### src/rtl/wb_grf_pkg.sv
// wb_grf_pkg: shared widths for the write-back register file.
package wb_grf_pkg;
    localparam int GRF_DATA_W = 32;
    localparam int GRF_ADDR_W = 5;
    localparam int GRF_CNT_W  = 32;
    localparam int GRF_PC_W   = 32;
endpackage

### src/rtl/wb_grf_read_port.sv
// wb_grf_read_port: one combinational GRF read port with $0 forcing.
// GRF_BYPASS_EN adds same-cycle write-through from the committing WB write.
module wb_grf_read_port #(
    parameter int DATA_W = 32,
    parameter int ADDR_W = 5
) (
    input  logic [ADDR_W-1:0] addr,
    input  logic [DATA_W-1:0] word,
    input  logic [ADDR_W-1:0] wr_addr,
    input  logic [DATA_W-1:0] wr_data,
    input  logic              commit,
    output logic [DATA_W-1:0] data
);
`ifdef GRF_BYPASS_EN
    assign data = (addr == '0) ? '0 : (commit && addr == wr_addr) ? wr_data : word;
`else
    logic unused_bypass;
    assign unused_bypass = ^{commit, wr_addr, wr_data};
    assign data = (addr == '0) ? '0 : word;
`endif
endmodule

### src/rtl/wb_grf.sv
// wb_grf: write-back register file with two read ports, write trace and saturating commit counter.
// Define GRF_BYPASS_EN for same-cycle write-through on the read ports.
module wb_grf
    import wb_grf_pkg::*;
#(
    parameter int DATA_W = GRF_DATA_W,
    parameter int ADDR_W = GRF_ADDR_W,
    parameter int CNT_W  = GRF_CNT_W
) (
    input  logic                clk,
    input  logic                reset,
    input  logic                RegWriteWB,
    input  logic [ADDR_W-1:0]   RegAddrWB,
    input  logic [DATA_W-1:0]   RegDataWB,
    input  logic [GRF_PC_W-1:0] pcWB,
    input  logic [ADDR_W-1:0]   A1,
    input  logic [ADDR_W-1:0]   A2,
    output logic [DATA_W-1:0]   RD1,
    output logic [DATA_W-1:0]   RD2,
    output logic                traceValid,
    output logic [GRF_PC_W-1:0] tracePC,
    output logic [ADDR_W-1:0]   traceAddr,
    output logic [DATA_W-1:0]   traceData,
    output logic [CNT_W-1:0]    wbCount
);
    localparam int NREG = 2 ** ADDR_W;

    logic [DATA_W-1:0] regs [NREG];
    logic              commit;

    // Writes to $0 are dropped here so neither storage, trace nor counter see them.
    assign commit = !reset && RegWriteWB && (RegAddrWB != '0);

    always_ff @(posedge clk) begin
        if (reset) begin
            for (int i = 0; i < NREG; i++) regs[i] <= '0;
            traceValid <= 1'b0;
            tracePC    <= '0;
            traceAddr  <= '0;
            traceData  <= '0;
            wbCount    <= '0;
        end else begin
            traceValid <= commit;
            if (commit) begin
                regs[RegAddrWB] <= RegDataWB;
                tracePC         <= pcWB;
                traceAddr       <= RegAddrWB;
                traceData       <= RegDataWB;
                if (wbCount != '1) wbCount <= wbCount + 1'b1;
            end
        end
    end

    wb_grf_read_port #(.DATA_W(DATA_W), .ADDR_W(ADDR_W)) u_rp1 (
        .addr(A1), .word(regs[A1]), .wr_addr(RegAddrWB), .wr_data(RegDataWB),
        .commit(commit), .data(RD1)
    );

    wb_grf_read_port #(.DATA_W(DATA_W), .ADDR_W(ADDR_W)) u_rp2 (
        .addr(A2), .word(regs[A2]), .wr_addr(RegAddrWB), .wr_data(RegDataWB),
        .commit(commit), .data(RD2)
    );
endmodule

### config.mk
export PLATFORM = sky130hd
export DESIGN_NAME = wb_grf
export DESIGN_NICKNAME = d
export VERILOG_FILES = /design/src/rtl/wb_grf_pkg.sv /design/src/rtl/wb_grf_read_port.sv /design/src/rtl/wb_grf.sv
export SDC_FILE = /design/constraint.sdc
export NUM_CORES = 2
export LEC_CHECK = 0
export CAP_MARGIN = 20
export CORE_ASPECT_RATIO = 0.9
export CORE_UTILIZATION = 25
export CTS_CLUSTER_DIAMETER = 80
export DETAILED_ROUTE_END_ITERATION = 10
export DONT_BUFFER_PORTS = 1
export GPL_TIMING_DRIVEN = 0
export PLACE_DENSITY = 0.46
export SKIP_LAST_GASP = 1
export SYNTH_ARGS = -nofsm -noshare
export SYNTH_HDL_FRONTEND = slang
export SYNTH_SLANG_ARGS = --single-unit
### constraint.sdc
create_clock -name clk -period 5.61 [get_ports clk]
set_input_delay 0.8415 -clock clk [delete_from_list [all_inputs] [get_ports clk]]
set_output_delay 0.8415 -clock clk [all_outputs]
set_load 0.02 [all_outputs]
# Yosys cells after proc, flatten, opt, wreduce, memory -nomap -nowiden
# Memory sizes are Yosys's and may differ from the RTL's.
# Index checks and enable logic that the tools add are counted.
[totals]
ff_bits = 102
ram_bits = 1024
inputBits = 82
output_inout_bits = 166
mem_count = 1
[op_classes]
add_sub_neg = 1
eq_ne = 1
mux = 10
n_reduce_logical = 8
[memory_table]
columns = ["memory", "words", "word_bits", "rd", "rd_clocked_by_memory_dff", "write_ports", "line_no", "text"]
rows = [
  ["regs", 32, 32, 2, 0, 32, "wb_grf.sv:28", "logic [DATA_W-1:0] regs [NREG];"],
]
[op_table]
columns = ["op", "count"]
rows = [
  ["2-to-1 mux 32 bit", 3],
  ["adder 32 x 1 -> 32 bit (second input constant)", 1],
  ["inequality test 32 bit (second input constant)", 1],
  ["OR reduction 32 bit", 1],
  ["zero test 5 bit", 2],
  ["2-to-1 mux 1 bit", 6],
  ["2-to-1 mux 5 bit", 1],
  ["nonzero test 5 bit", 1],
  ["logical AND 1 bit", 2],
  ["AND reduction 2 bit", 1],
  ["zero test 1 bit", 1],
]

# Longest topological paths before layout
[logic_depth]
depth_word = 8
depth_mapped = 9
mapped_depth_nobuf = 6

# Modules after synthesis
# Synthesis repeated with hierarchy kept, for this count alone.
[unflattened]
hier_cells = 3890
area_unflattened_um2 = 58910.2
[by_module_without_submodules]
columns = ["module", "n_inst", "cells_each", "area_each_um2", "seq_area_each_um2"]
rows = [
  ["wb_grf", 1, 3810, 58267.1, 32791.4],
  ["wb_grf_read_port", 2, 40, 321.6, 0.0],
]

# Worst setup path before layout
# No wires, ideal clock.
[synth_timing]
path_kind = "input port to output port"
startpoint = "input port A2[1]"
endpoint = "output port RD2[30]"
arrival_ns = 2.974
t_required_ns = 4.769
slack_ns = 1.794
path_stages = 6
path_cell_list = "buf_2 -> buf_2 -> clkbuf_1 -> mux4_2 -> mux2i_1 -> a2111oi_0"
[synth_between]
elab_chain_cells = 2
[synth_rtl]
columns = ["element", "line_no", "text"]
rows = [
  ["from (decl)", "wb_grf.sv:17", "input logic [ADDR_W-1:0] A2,"],
  ["memory (32 x 32 bit) / zero test 5 bit (equally long branches)", "-", ""],
  ["2-to-1 mux 32 bit *", "wb_grf_read_port.sv:19", "assign data = (addr == '0) ? '0 : word;"],
  ["to (decl)", "wb_grf.sv:19", "output logic [DATA_W-1:0] RD2,"],
]
# Mark *: on every way between the ends. The rest lies on a longest branch, timed or not.

# Worst setup path in the final report
[layout_timing]
startpoint = "input port A1[2]"
endpoint = "output port RD1[20]"
[layout_between]
elab_chain_cells = 2
[layout_rtl]
columns = ["element", "line_no", "text"]
rows = [
  ["from (decl)", "wb_grf.sv:16", "input logic [ADDR_W-1:0] A1,"],
  ["memory (32 x 32 bit) / zero test 5 bit (equally long branches)", "-", ""],
  ["2-to-1 mux 32 bit *", "wb_grf_read_port.sv:19", ""],
  ["to (decl)", "wb_grf.sv:18", "output logic [DATA_W-1:0] RD1,"],
]
# Marked as above.

==> impl_metrics.tcl <==
set metrics [dict create \
    status "complete, but fails checks" \
    clkLatencyLatePin_ps 790 \
    cap_violations 0 \
    max_freq_mhz 173.7 \
    firstDrtPassIters 8 \
    violations "setup timing" \
    n_fill_cell 23209 \
    die_area_um2 234400 \
    grt_pass1_wl_mm 337.6 \
    dp_hpwl_mm 187.6 \
    synth-seq-cells 1113 \
    ios 248 \
    final-max-slew-violation-count 0 \
    crit_buf_inv 5 \
    clkTransAtPathRegs_ps 60 \
    finalCritPeriodShare_pct 102.6 \
    worstPathArrival_ps 4910 \
    crit_path_end_kind "output pin" \
    syn-instance-count 4094 \
    async_flop_share_pct 0 \
    power_switching_w 0.005730 \
    period_needed_ps 5756 \
    synth-edff-count 1011 \
    rows 167 \
    setup_viol 3 \
    tns_ps -217.2 \
    viasPerCell 5.221 \
    p_int_w 0.01531 \
    start_kind "input port" \
    drc 0 \
    p_clk_share_pct 40.8 \
    synth-main-ff-cell "edfxtp_1" \
    place.gp.congestion 0.9003 \
    cp_max_fo 10 \
    path_delay_family "buffers and inverters" \
    tightestPinTransition_ps 1231 \
    via_count 39032 \
    grt_pass1_vias 38730 \
    worstPathCellList "buf_2 -> buf_2 -> buf_2 -> clkbuf_1 -> clkbuf_2 -> a21oi_1 -> nor2_1" \
    clk_path_buf_depth 3 \
    max-vdd-ir-drop_v 0.0003424 \
    nets 4400 \
    ys_warn_count 0 \
    hold_violations 0 \
    clock-sinks 1113 \
    antenna_found_initial 19 \
    post-route-util_pct 29.30 \
    synth_top_area_cell "edfxtp_1" \
    pwr-share-seq_pct 46.3 \
    grt_max_degree 33 \
    io_buffer_count 0 \
    setup.worst_path.class "in -> out" \
    syn_avg_cell_area_um2 14.19 \
    relSlewSlack_pct 17.22 \
    area_growth_pct 16.22 \
    leakagePower_nw 22.48 \
    cts_tree "yes" \
    holdWs_ps 179.5 \
    syn_area_um2 58110 \
    coreArea_um2 230500 \
    slowest_delay_ps 750 \
    drive_gt1_share_pct 23.69 \
    htree_levels 4 \
    combPwrFrac_pct 12.9 \
    die_w_um 510.2 \
    cp_common_cell "buf_2" \
    p_sw_share_pct 27.23 \
    seq_area_frac_synth_pct 55.76 \
    setup_ws_ps -146.3 \
    synth.distinct_cells 49 \
    routedWlPerCell_um 34.02 \
    ant_nets 0 \
    cts_buffers 131 \
    root_buffer "clkbuf_16" \
    rsz0062_at_grt "no" \
    start_util_pct 25.21 \
    routed_wirelength_mm 254.3 \
    crit_slowest_cell "buf_2" \
    cts_hold_buf 0 \
    worstPathRequired_ps 4770 \
    drt-initial-drc-count 4989 \
    synth.top_cell.area_share_pct 52.24 \
    place_inst 7221 \
    chipHeight_um 459.4 \
    synth.area.top_cells "edfxtp_1 52%, mux4_2 18%, and2_1 11%" \
    fin_cells 7476 \
    grt-ovfl-total 0 \
    finalClockSkew_ps 10.52 \
    power.density_nw_per_um2 311.5 \
    holdCritPathClass "in -> reg" \
    grt_usage_pct 21.37 \
]
==> cells in the mapped netlist (4+ instances only) <==
cell	count
or2_2	34
nor2b_1	53
nand2_1	147
or3_1	22
o21ai_0	83
o22ai_1	19
mux4_2	472
clkbuf_1	301
nand4_1	16
a211oi_1	89
mux2i_1	86
inv_1	22
nor4_1	25
and3_1	4
dfxtp_1	102
buf_2	101
nor2_1	89
buf_4	15
or4_1	6
and2_1	994
a21oi_1	175
a221oi_1	20
buf_1	10
edfxtp_1	1011
mux2_2	126
a22oi_1	24
nand3_1	14
o31ai_1	6
==> stage by stage <==
stage / setup WS, ps / instance area [um^2] / power (W)
after floorplan: 1794 / 58180 / 0.01132
after global placement: -1430 / 61980 / 0.01246
after detailed placement: -264.7 / 63190 / 0.01260
after CTS: 95.73 / 67370 / 0.02111
after global routing: 21.16 / 67500 / 0.02154
final: -146.3 / 67530 / 0.02104
==> power by group through the flow <==
stage / clock [W] / combinational [W] / sequential, W
after floorplan: 0 / 0.00151 / 0.00981
after global placement: 0 / 0.00256 / 0.00991
after detailed placement: 0 / 0.00269 / 0.00991
after CTS: 0.00867 / 0.00270 / 0.00974
after global routing: 0.00896 / 0.00279 / 0.00979
final: 0.00859 / 0.00271 / 0.00974
==> per-layer routing <==
metal  track usage, %  part of all wire, %  vias to the layer above
li1                 -                    -                    15939
met1            29.10                   42                    20595
met2            32.52                   44                     2113
met3            5.784                  9.8                      377
met4            7.356                  3.7                        8
met5                0                0.024                        -
==> worst reg2reg max path: stages (launching register included) <==
cell and delay (ps):
dfxtp_1 600, ha_1 260, nand3_1 140, nor2_1 670
and4b_1 340, buf_4 190, buf_6 160, nor4_2 50
mux2_4 310
==> logic make-up after synthesis <==
family	share of synthesized area, %
and+or+nand+nor	14.32
DFF	55.76
muxes	22.24
buffers and inverters	3.249
AOI/OAI and AO/OA	4.384
adders and majority gates	0.02153
other	0.006453
xor gates and xnor gates	0.01507
==> area by class of cell <==
class	instances	area, um^2	share of cell area (%)
Sequential cell	1113	32400	47.98
Buffer	427	1803	2.670
Clock inverter	71	576.8	0.8541
Tap cell	3042	3806	5.636
Inverter	23	86.33	0.1278
Clock buffer	165	3565	5.278
Antenna cell	14	35.03	0.05188
Multi-Input combinational cell	2547	24090	35.67
Timing Repair Buffer	74	1172	1.736
==> state kept, by name (all words and copies together) (netlist names) <==
name	count
traceValid	1
regs	1011
traceAddr	5
tracePC	32
wbCount	32
traceData	32
==> final timing paths <==
check	from	slack (ps)	depth (start not counted)	end
max	A1[2]	-150	7	RD1[20]
min	RegDataWB[16]	180	2	traceData[16]
max reg2reg	wbCount[0]	2780	8	wbCount[22]
min reg2reg	traceData[29]	550	2	traceData[29]
==> timing repair <==
action,CTS,global route
gates resized for setup,12,0
buffers inserted,0,0
setup endpoints to repair,16,0
==> layout by cell type (no fill, tap or decap), types with 84 or more instances in the layout <==
| cell type | count |
|---|---|
| a211oi_1 | 85 |
| dfxtp_1 | 102 |
| nand2_1 | 147 |
| clkbuf_16 | 138 |
| mux2i_1 | 86 |
| a21oi_1 | 175 |
| and2_1 | 994 |
| mux2_2 | 126 |
| clkbuf_1 | 318 |
| edfxtp_1 | 1011 |
| mux4_2 | 472 |
| nor2_1 | 84 |
| buf_2 | 103 |
No activity file was read; power rests on OpenSTA's default activity.
